`src/rtl/div_pkg.sv`:
```
// Shared definitions for the divider-result BCD converter: FSM encoding and
// the double-dabble correction threshold.
package div_pkg;

   typedef enum logic [1:0] {
      IDLE  = 2'd0,
      SHIFT = 2'd1,
      DONE  = 2'd2
   } div_state_e;

   localparam logic [3:0] ADJ_THRESH = 4'd5;

endpackage

```
`src/rtl/bcd_adj3.sv`:
```
// Combinational double-dabble digit corrector: a digit of 5 or more gets +3
// so the following left shift carries correctly into the next decade.
module bcd_adj3
   import div_pkg::*;
(
   input  logic [3:0] din,
   output logic [3:0] dout
);

   always_comb begin
      dout = din;
      if (din >= ADJ_THRESH) begin
         dout = din + 4'd3;
      end
   end

endmodule

```
`src/rtl/div_result_bcd.sv`:
```
// Converts a divider's quotient/remainder to sign + BCD magnitude, one bit
// per cycle for both values in parallel (shift-and-add-3).
//
// state | meaning
// IDLE  | waiting for start with div_ready; outputs hold last result
// SHIFT | WIDTH shift/adjust cycles, counter counts down to terminal 1
// DONE  | publish BCD and sign outputs, pulse valid on the next edge
module div_result_bcd
   import div_pkg::*;
#(
   parameter int WIDTH  = 6,
   parameter int DIGITS = 2
) (
   input  logic                  clk,
   input  logic                  rst,
   input  logic                  sign,
   input  logic [WIDTH-1:0]      quotient,
   input  logic [WIDTH-1:0]      remainder,
   input  logic                  div_ready,
   input  logic                  start,
   output logic                  busy,
   output logic                  valid,
   output logic                  q_neg,
   output logic                  r_neg,
   output logic [4*DIGITS-1:0]   q_bcd,
   output logic [4*DIGITS-1:0]   r_bcd
);

   localparam int CW = $clog2(WIDTH + 1);
   localparam int BW = 4 * DIGITS;

   div_state_e        state, state_nxt;
   logic [CW-1:0]     cnt;
   logic [WIDTH-1:0]  q_mag, r_mag;
   logic [BW-1:0]     q_acc, r_acc;
   logic [BW-1:0]     q_adj, r_adj;
   logic              q_neg_cap, r_neg_cap;
   logic              accept;
   logic              q_is_neg, r_is_neg;

   assign accept   = (state == IDLE) && start && div_ready;
   assign q_is_neg = sign && quotient[WIDTH-1];
   assign r_is_neg = sign && remainder[WIDTH-1];
   assign busy     = (state != IDLE);

   for (genvar g = 0; g < DIGITS; g++) begin : g_adj
      bcd_adj3 u_q_adj (.din(q_acc[4*g +: 4]), .dout(q_adj[4*g +: 4]));
      bcd_adj3 u_r_adj (.din(r_acc[4*g +: 4]), .dout(r_adj[4*g +: 4]));
   end

   always_ff @(posedge clk or posedge rst) begin
      if (rst) begin
         state <= IDLE;
      end else begin
         state <= state_nxt;
      end
   end

   always_comb begin
      state_nxt = state;
      case (state)
         IDLE:    if (accept) state_nxt = SHIFT;
         SHIFT:   if (cnt == CW'(1)) state_nxt = DONE;
         DONE:    state_nxt = IDLE;
         default: state_nxt = IDLE;
      endcase
   end

   always_ff @(posedge clk or posedge rst) begin
      if (rst) begin
         cnt       <= '0;
         q_mag     <= '0;
         r_mag     <= '0;
         q_acc     <= '0;
         r_acc     <= '0;
         q_neg_cap <= 1'b0;
         r_neg_cap <= 1'b0;
         q_bcd     <= '0;
         r_bcd     <= '0;
         q_neg     <= 1'b0;
         r_neg     <= 1'b0;
         valid     <= 1'b0;
      end else begin
         valid <= 1'b0;
         case (state)
            IDLE: begin
               if (accept) begin
                  // Most negative value negates to itself, which reads back
                  // correctly as an unsigned WIDTH-bit magnitude.
                  q_mag     <= q_is_neg ? (~quotient + WIDTH'(1))  : quotient;
                  r_mag     <= r_is_neg ? (~remainder + WIDTH'(1)) : remainder;
                  q_neg_cap <= q_is_neg;
                  r_neg_cap <= r_is_neg;
                  q_acc     <= '0;
                  r_acc     <= '0;
                  cnt       <= CW'(WIDTH);
               end
            end
            SHIFT: begin
               q_acc <= {q_adj[BW-2:0], q_mag[WIDTH-1]};
               r_acc <= {r_adj[BW-2:0], r_mag[WIDTH-1]};
               q_mag <= {q_mag[WIDTH-2:0], 1'b0};
               r_mag <= {r_mag[WIDTH-2:0], 1'b0};
               cnt   <= cnt - CW'(1);
            end
            DONE: begin
               q_bcd <= q_acc;
               r_bcd <= r_acc;
               q_neg <= q_neg_cap;
               r_neg <= r_neg_cap;
               valid <= 1'b1;
            end
            default: ;
         endcase
      end
   end

endmodule

```
`config.mk`:
```
export PLATFORM = sky130hd
export DESIGN_NAME = div_result_bcd
export DESIGN_NICKNAME = d
export VERILOG_FILES = /design/src/rtl/div_pkg.sv /design/src/rtl/bcd_adj3.sv /design/src/rtl/div_result_bcd.sv
export SDC_FILE = /design/constraint.sdc
export NUM_CORES = 1
export LEC_CHECK = 0
export BUFFER_PORTS_ARGS = -buffer_cell sky130_fd_sc_hd__buf_2
export CORE_UTILIZATION = 49
export CTS_BUF_LIST = sky130_fd_sc_hd__clkbuf_4
export CTS_CLUSTER_SIZE = 30
export DETAILED_ROUTE_END_ITERATION = 10
export PLACE_DENSITY = 0.8
export SYNTH_ARGS = -nofsm -noshare
export SYNTH_HDL_FRONTEND = slang
export SYNTH_SLANG_ARGS = --single-unit
```
`constraint.sdc`:
```
create_clock -name clk -period 3.5 [get_ports clk]
set_input_delay 0.7 -clock clk [delete_from_list [all_inputs] [get_ports clk]]
set_output_delay 0.7 -clock clk [all_outputs]
set_load 0.005 [all_outputs]
```
==> results of run 1 <==
-- power by group --
| part | total (mW) | leakage, nW | switching [mW] | internal (mW) |
|---|---|---|---|---|
| clock network | 0.265 | 0.0322 | 0.173 | 0.0919 |
| logic | 0.847 | 0.671 | 0.471 | 0.376 |
| registers | 1.02 | 0.699 | 0.156 | 0.865 |
-- flip-flops by register name, summed over array words and instances (netlist names) --
| register | count |
|---|---|
| q_neg_cap | 1 |
| r_acc | 8 |
| r_neg_cap | 1 |
| r_neg | 1 |
| r_mag | 6 |
| state | 2 |
| q_bcd | 8 |
| r_bcd | 8 |
| q_mag | 6 |
| q_acc | 8 |
| valid | 1 |
| q_neg | 1 |
| cnt | 3 |
-- path summary, 6_finish.rpt --
path,from,end,slack (ps),cells past startpoint
max,state[0],busy,1590,2
min,rst,q_mag[0],460,2
max reg2reg,state[0],r_bcd[6],1690,2
min reg2reg,q_bcd[1],q_bcd[1],490,2
max in group asynchronous,rst,r_acc[0],2320,3
min in group clk,q_bcd[1],q_bcd[1],490,2
-- Yosys cell counts (2+ instances only) --
master    number
dfrtp_1       54
nand2_1       30
o21ai_0       27
inv_1         17
nor2_1        13
ha_1          12
a21oi_1       10
mux2_2        10
nor3_1        10
xnor2_1       10
a22oi_1        9
buf_2          6
nand2b_1       6
o21ai_1        6
a221o_1        4
nand3_1        4
o21ai_2        4
o31ai_1        4
buf_6          2
clkbuf_1       2
mux2i_1        2
or2_1          2
-- per-layer routing --
layer | wire [microns] | track usage | up-vias | part of all wire
li1 | - | - | 944 | -
met1 | 2110 | 0.229 | 921 | 0.47
met2 | 2120 | 0.336 | 44 | 0.48
met3 | 194 | 0.0482 | 2 | 0.044
met4 | 31 | 0.0440 | 0 | 0.0070
met5 | 0 | 0 | - | 0
-- critical path, delay by kind of cell, from the launching register on --
family / cells / cell delay, ps
buffers and inverters: 1 / 130
and+or+nand+nor: 1 / 260
DFF: 1 / 470
-- logic make-up (layout without fill, tap and decap cells) --
family / Yosys count / in the layout / synth area share
xor gates and xnor gates: 11 / 11 / 0.0368
muxes: 12 / 12 / 0.0507
AOI/OAI and AO/OA: 66 / 66 / 0.155
buffers and inverters: 29 / 61 / 0.0560
and+or+nand+nor: 72 / 72 / 0.128
DFF: 54 / 54 / 0.517
adders and majority gates: 12 / 12 / 0.0574
-- area by class of cell --
type | count | area [sq um] | share of cell area
clock buffers | 7 | 52.6 | 0.0184
inverters | 17 | 63.8 | 0.0223
multi-input cells | 173 | 1120 | 0.391
flip-flops and latches | 54 | 1350 | 0.472
well taps | 70 | 87.6 | 0.0306
repair buffers | 37 | 188 | 0.0656
-- metrics by stage --
step / hold WS [ps] / std cells / setup WS [ps] / util
floorplan: 447 / 256 / 1490 / -
global placement: 458 / 351 / 1490 / 0.550
detailed placement: 468 / 351 / 1430 / 0.550
CTS: 477 / 358 / 1580 / 0.560
global route: 519 / 358 / 1510 / 0.560
finish: 464 / 358 / 1590 / 0.560
-- cell usage in the layout (no fill, tap or decap), types with 12 or more instances in the layout --
cell type,count
inv_1,16
nor2_1,13
ha_1,12
dfrtp_1,54
o21ai_0,27
nand2_1,30
buf_2,36
==> metrics.txt, run 1 <==
synth top area cells=dfrtp_1 52%, ha_1 5.7%, o21ai_0 5.2%; NumNets Final=317; hold_buf cts=0; Yosys top cell by area=dfrtp_1; Pwr Density=746 nW/um^2; Leakage Power=1.40 nW; Placed Instance Area=2810 sq um; Worst IR Drop VDD=562 uV; 1st-pass router iterations=4; Final Cycle Share=0.545; min cycle time layout=1910 ps; Port Buffers=36; FP Rows=26; Fill cells=479; Avg Cell Area, Syn=10.2 sq um; Clock H-tree levels=2; Required @ worst endpoint=2800 ps; mean routed wirelength per cell=12.4 microns; Yosys Warn Count=0; CTS Buffer Depth=2; core area=5110 sq um; EDFF count, synth=0; Crit Path Class=flip-flop to output pin; synth unique cells=34; Slew Limit Fails=0; Final Setup Violations=0; main flop type after synthesis=dfrtp_1; Async SR Flop Fraction=1.00; share of post-route cells with drive strength above 1=0.212; Area Overhead vs Synth=9.38%; total gr overflow=0; Critical Path Start Type=flip-flop; final WL=4450 microns; Slew @ Worst Pin=1000 ps; antenna violations before repair=0; Final HPWL DP=3160 microns; Remaining DRCs=0; overall power=2.13 mW; FF+latch count, synth=54; FMAX=524 MHz; vias in the first global route=1903; Mapped Area=2620 sq um; Post-Synthesis Cells=256; antenna-violating nets left=0; Max Cap Violations=0; DR vias/cell=5.34; Max-slew headroom=0.333; Die W=75.1 microns; All-Layer GR Usage=0.189; status=finished clean; Die Y=75.1 microns; Critical Path Fanout Max=7; unrepaired setup endpoints after global routing=no; Inserted Clock Buffers=5; Ant. Diodes=0; clk_lat worst skew=350 ps; global-route wire length before repair=8010 microns; TritonCTS clock tree=built; Slowest-stage cell, CP=dfrtp_1; First DRT Iteration DRCs=103; share of the yosys chip area belonging to registers=0.517; vias after detailed routing=1911; Setup Fix Bufs, Post-CTS=0; GPL Wtd Cong=0.763; total clock sinks=54; worst min-delay path category=input pin to async pin; CTS root buffer=clkbuf_4; Sum Neg Setup Slack=0 ps; Post-Layout Inst Area=2860 sq um; critical-path cell list=or2_4, buf_2; die area=5630 sq um; Initial Util=0.512; Hold Vio Cnt, Final=0; I/O Pins=37; post-cts sizing count=0; area share of the largest cell type after synthesis=0.517; Mapped Nets=285; crit path DAT=1210 ps; largest net degree at the start of global routing=39; Clk pin slew, worst setup/hold paths=140 ps; Worst Setup End Kind=output pin; Max stage delay on crit path=470 ps; Worst Skew=3.91 ps
No activity file was read; power rests on OpenSTA's default activity.
==> run 2: changes to the inputs <==
ABC_AREA = 1   (was default)
PLACE_DENSITY = 0.82   (was 0.8)
clock period = 1.6 ns   (was 3.5 ns; I/O delays follow)
==> run 2 against run 1 <==
Synthesized area up 7.1%; global-route usage up 0.29 points; die area up 6.9%; sequential cell count unchanged; non-clock buffer count up 4; combinational power rose to 2.9 times the previous value.
==> metrics.txt, run 2 <==
worst min-delay path category=input pin to flip-flop; Final Setup Violations=0 (unchanged); clk_lat worst skew=380 ps (+30 ps); commonest non-fill, non-tap cell in the layout=nand2_1; Die W=77.6 microns (+3.4%); total gr overflow=0 (unchanged); final WL=5130 microns (+15%); CTS Buffer Depth=2 (unchanged); Avg Cell Area, Syn=7.74 sq um (-24%); Max-slew headroom=0.746 (+0.413); TritonCTS clock tree=built; die area=6020 sq um (+6.9%); Area Overhead vs Synth=11.9%; Required @ worst endpoint=1280 ps (-1520 ps); CTS root buffer=clkbuf_4; Worst Skew=10.1 ps (+6.20 ps); Fill cells=511 (+6.7%); synth top area cells=dfrtp_1 48%, nand2_1 18%, nand3_1 7.0%; FF+latch count, synth=54 (unchanged); Slew Limit Fails=0 (unchanged); Max Cap Violations=0 (unchanged); FP Rows=27 (+3.8%); status=finished clean; Worst Setup End Kind=output pin; antenna-violating nets left=0 (unchanged); Async SR Flop Fraction=1.00 (unchanged); Hold Vio Cnt, Final=0 (unchanged); crit path DAT=1180 ps (-30 ps); DR vias/cell=4.97 (-6.8%); global-route wire length before repair=9190 microns (+15%); most frequent cells in the layout=131 x nand2_1, 54 x dfrtp_1, 47 x inv_1; EDFF count, synth=0 (unchanged); Worst IR Drop VDD=657 uV (+17%); Worst Hold Slack=227 ps (-237 ps); top cells by count, synth=131 x nand2_1, 54 x dfrtp_1, 48 x inv_1, 39 x nand3_1, 37 x o21ai_0; share of the yosys chip area belonging to registers=0.483 (-0.0342); Initial Util=0.509 (-0.00348); Yosys Warn Count=0 (unchanged); main flop type after synthesis=dfrtp_1; Mapped Nets=391 (+37%); Leakage Power=1.76 nW (+25%); total clock sinks=54 (unchanged); NumNets Final=430 (+36%); top-count cell post-synth=nand2_1; I/O Pins=37 (unchanged); Slew @ Worst Pin=381 ps (-620 ps); GPL Wtd Cong=0.788 (+3.3%); Die Y=77.6 microns (+3.4%); core area=5510 sq um (+7.8%); FMAX=665 MHz; synth unique cells=19 (-44%); min cycle time layout=1500 ps; Inserted Clock Buffers=5 (unchanged); Remaining DRCs=0 (unchanged); Crit Path Class=flip-flop to output pin; Final HPWL DP=3740 microns (+18%); largest net degree at the start of global routing=55 (+41%); Critical Path Start Type=flip-flop; First DRT Iteration DRCs=141 (+37%); All-Layer GR Usage=0.191 (+0.00285); vias in the first global route=2191 (+15%); Pwr Density=1690 nW/um^2 (+130%); vias after detailed routing=2358 (+23%); antenna violations before repair=0 (unchanged); mean routed wirelength per cell=10.8 microns (-13%); Clock H-tree levels=2 (unchanged); Ant. Diodes=0 (unchanged); share of post-route cells with drive strength above 1=0.142 (-0.0700); unrepaired setup endpoints after global routing=no; 1st-pass router iterations=4 (unchanged); Final Cycle Share=0.940; Post-Synthesis Cells=362 (+41%); Sum Neg Setup Slack=0 ps (unchanged); Port Buffers=36 (unchanged); Critical Path Fanout Max=3 (-4); Yosys top cell by area=dfrtp_1; Mapped Area=2800 sq um (+7.1%); Clk pin slew, worst setup/hold paths=150 ps (about the same); area share of the largest cell type after synthesis=0.483 (-0.0342)
==> run 2: cell count changes after synthesis, moves of 6 or more <==
| cell | before | now |
|---|---|---|
| nand2b_1 | 6 | 0 |
| nor3_1 | 10 | 1 |
| nand3_1 | 4 | 39 |
| nand4_1 | 0 | 8 |
| mux2_2 | 10 | 0 |
| xnor2_1 | 10 | 0 |
| o21ai_0 | 27 | 37 |
| o21ai_1 | 6 | 0 |
| a22oi_1 | 9 | 0 |
| nand2_1 | 30 | 131 |
| a21oi_1 | 10 | 1 |
| inv_1 | 17 | 48 |
==> run 2: report_power, final <==
group | internal, mW | switching (mW) | leakage (nW)
combinational | 0.938 | 1.49 | 1.03
sequential | 1.93 | 0.352 | 0.693
clock | 0.172 | 0.430 | 0.0312
total | 3.04 | 2.27 | 1.76
==> run 2: final cells by class <==
cell class              count  area [sq um]  area share
flip-flops and latches     54          1350       0.431
multi-input cells         249          1190       0.381
repair buffers             41           245      0.0782
inverters                  50           194      0.0619
well taps                  72          90.1      0.0287
clock buffers               5          37.5      0.0120
clock inverters             3          21.3     0.00679
==> run 2: logic make-up (layout without fill, tap and decap cells) <==
group,Yosys count,after routing,share of synthesized area
simple gates,197,197,0.300
buf+inv,59,99,0.0907
flops,54,54,0.483
compound gates,40,40,0.0733
fa+ha+maj,12,12,0.0536
==> run 2: per-layer routing <==
layer | wire length, microns | GRT usage
met5 | 0 | 0
met4 | 72 | 0.0623
met2 | 2430 | 0.325
met3 | 167 | 0.0388
met1 | 2460 | 0.244
==> run 2: critical path, cell delays in order (launching register included) <==
cell,delay (ps)
dfrtp_1,420
inv_1,150
nand2_1,100
buf_2,140
==> run 2: stage by stage <==
step | power (mW) | setup WS (ps) | cells | utilization | area [sq um]
after detailed placement | 4.75 | 260 | 465 | 0.557 | 3070
after floorplan | 4.11 | 474 | 362 | - | 2800
after CTS | 5.37 | 76.5 | 474 | 0.569 | 3130
final | 5.31 | 96.0 | 474 | 0.569 | 3130
after global placement | 4.62 | 332 | 465 | 0.557 | 3070
after global routing | 5.89 | 27.9 | 474 | 0.569 | 3130
==> run 2: worst paths after layout <==
kind	slack [ps]	start	cells past startpoint	to
worst min-delay path	230	quotient[0]	3	q_mag[0]
worst min register to register	490	r_neg	2	r_neg
min in group asynchronous	530	rst	4	q_bcd[6]
worst max register to register	220	state[1]	6	q_acc[3]
max in group asynchronous	800	rst	4	q_acc[4]
worst max-delay path	100	state[1]	3	busy
==> run 2: repair_timing <==
action | 4_1_cts | 5_1_grt
resized for setup | 0 | 0
hold endpoints to repair | 54 | 0
hold buffers | 1 | 0
setup buffers | 0 | 0
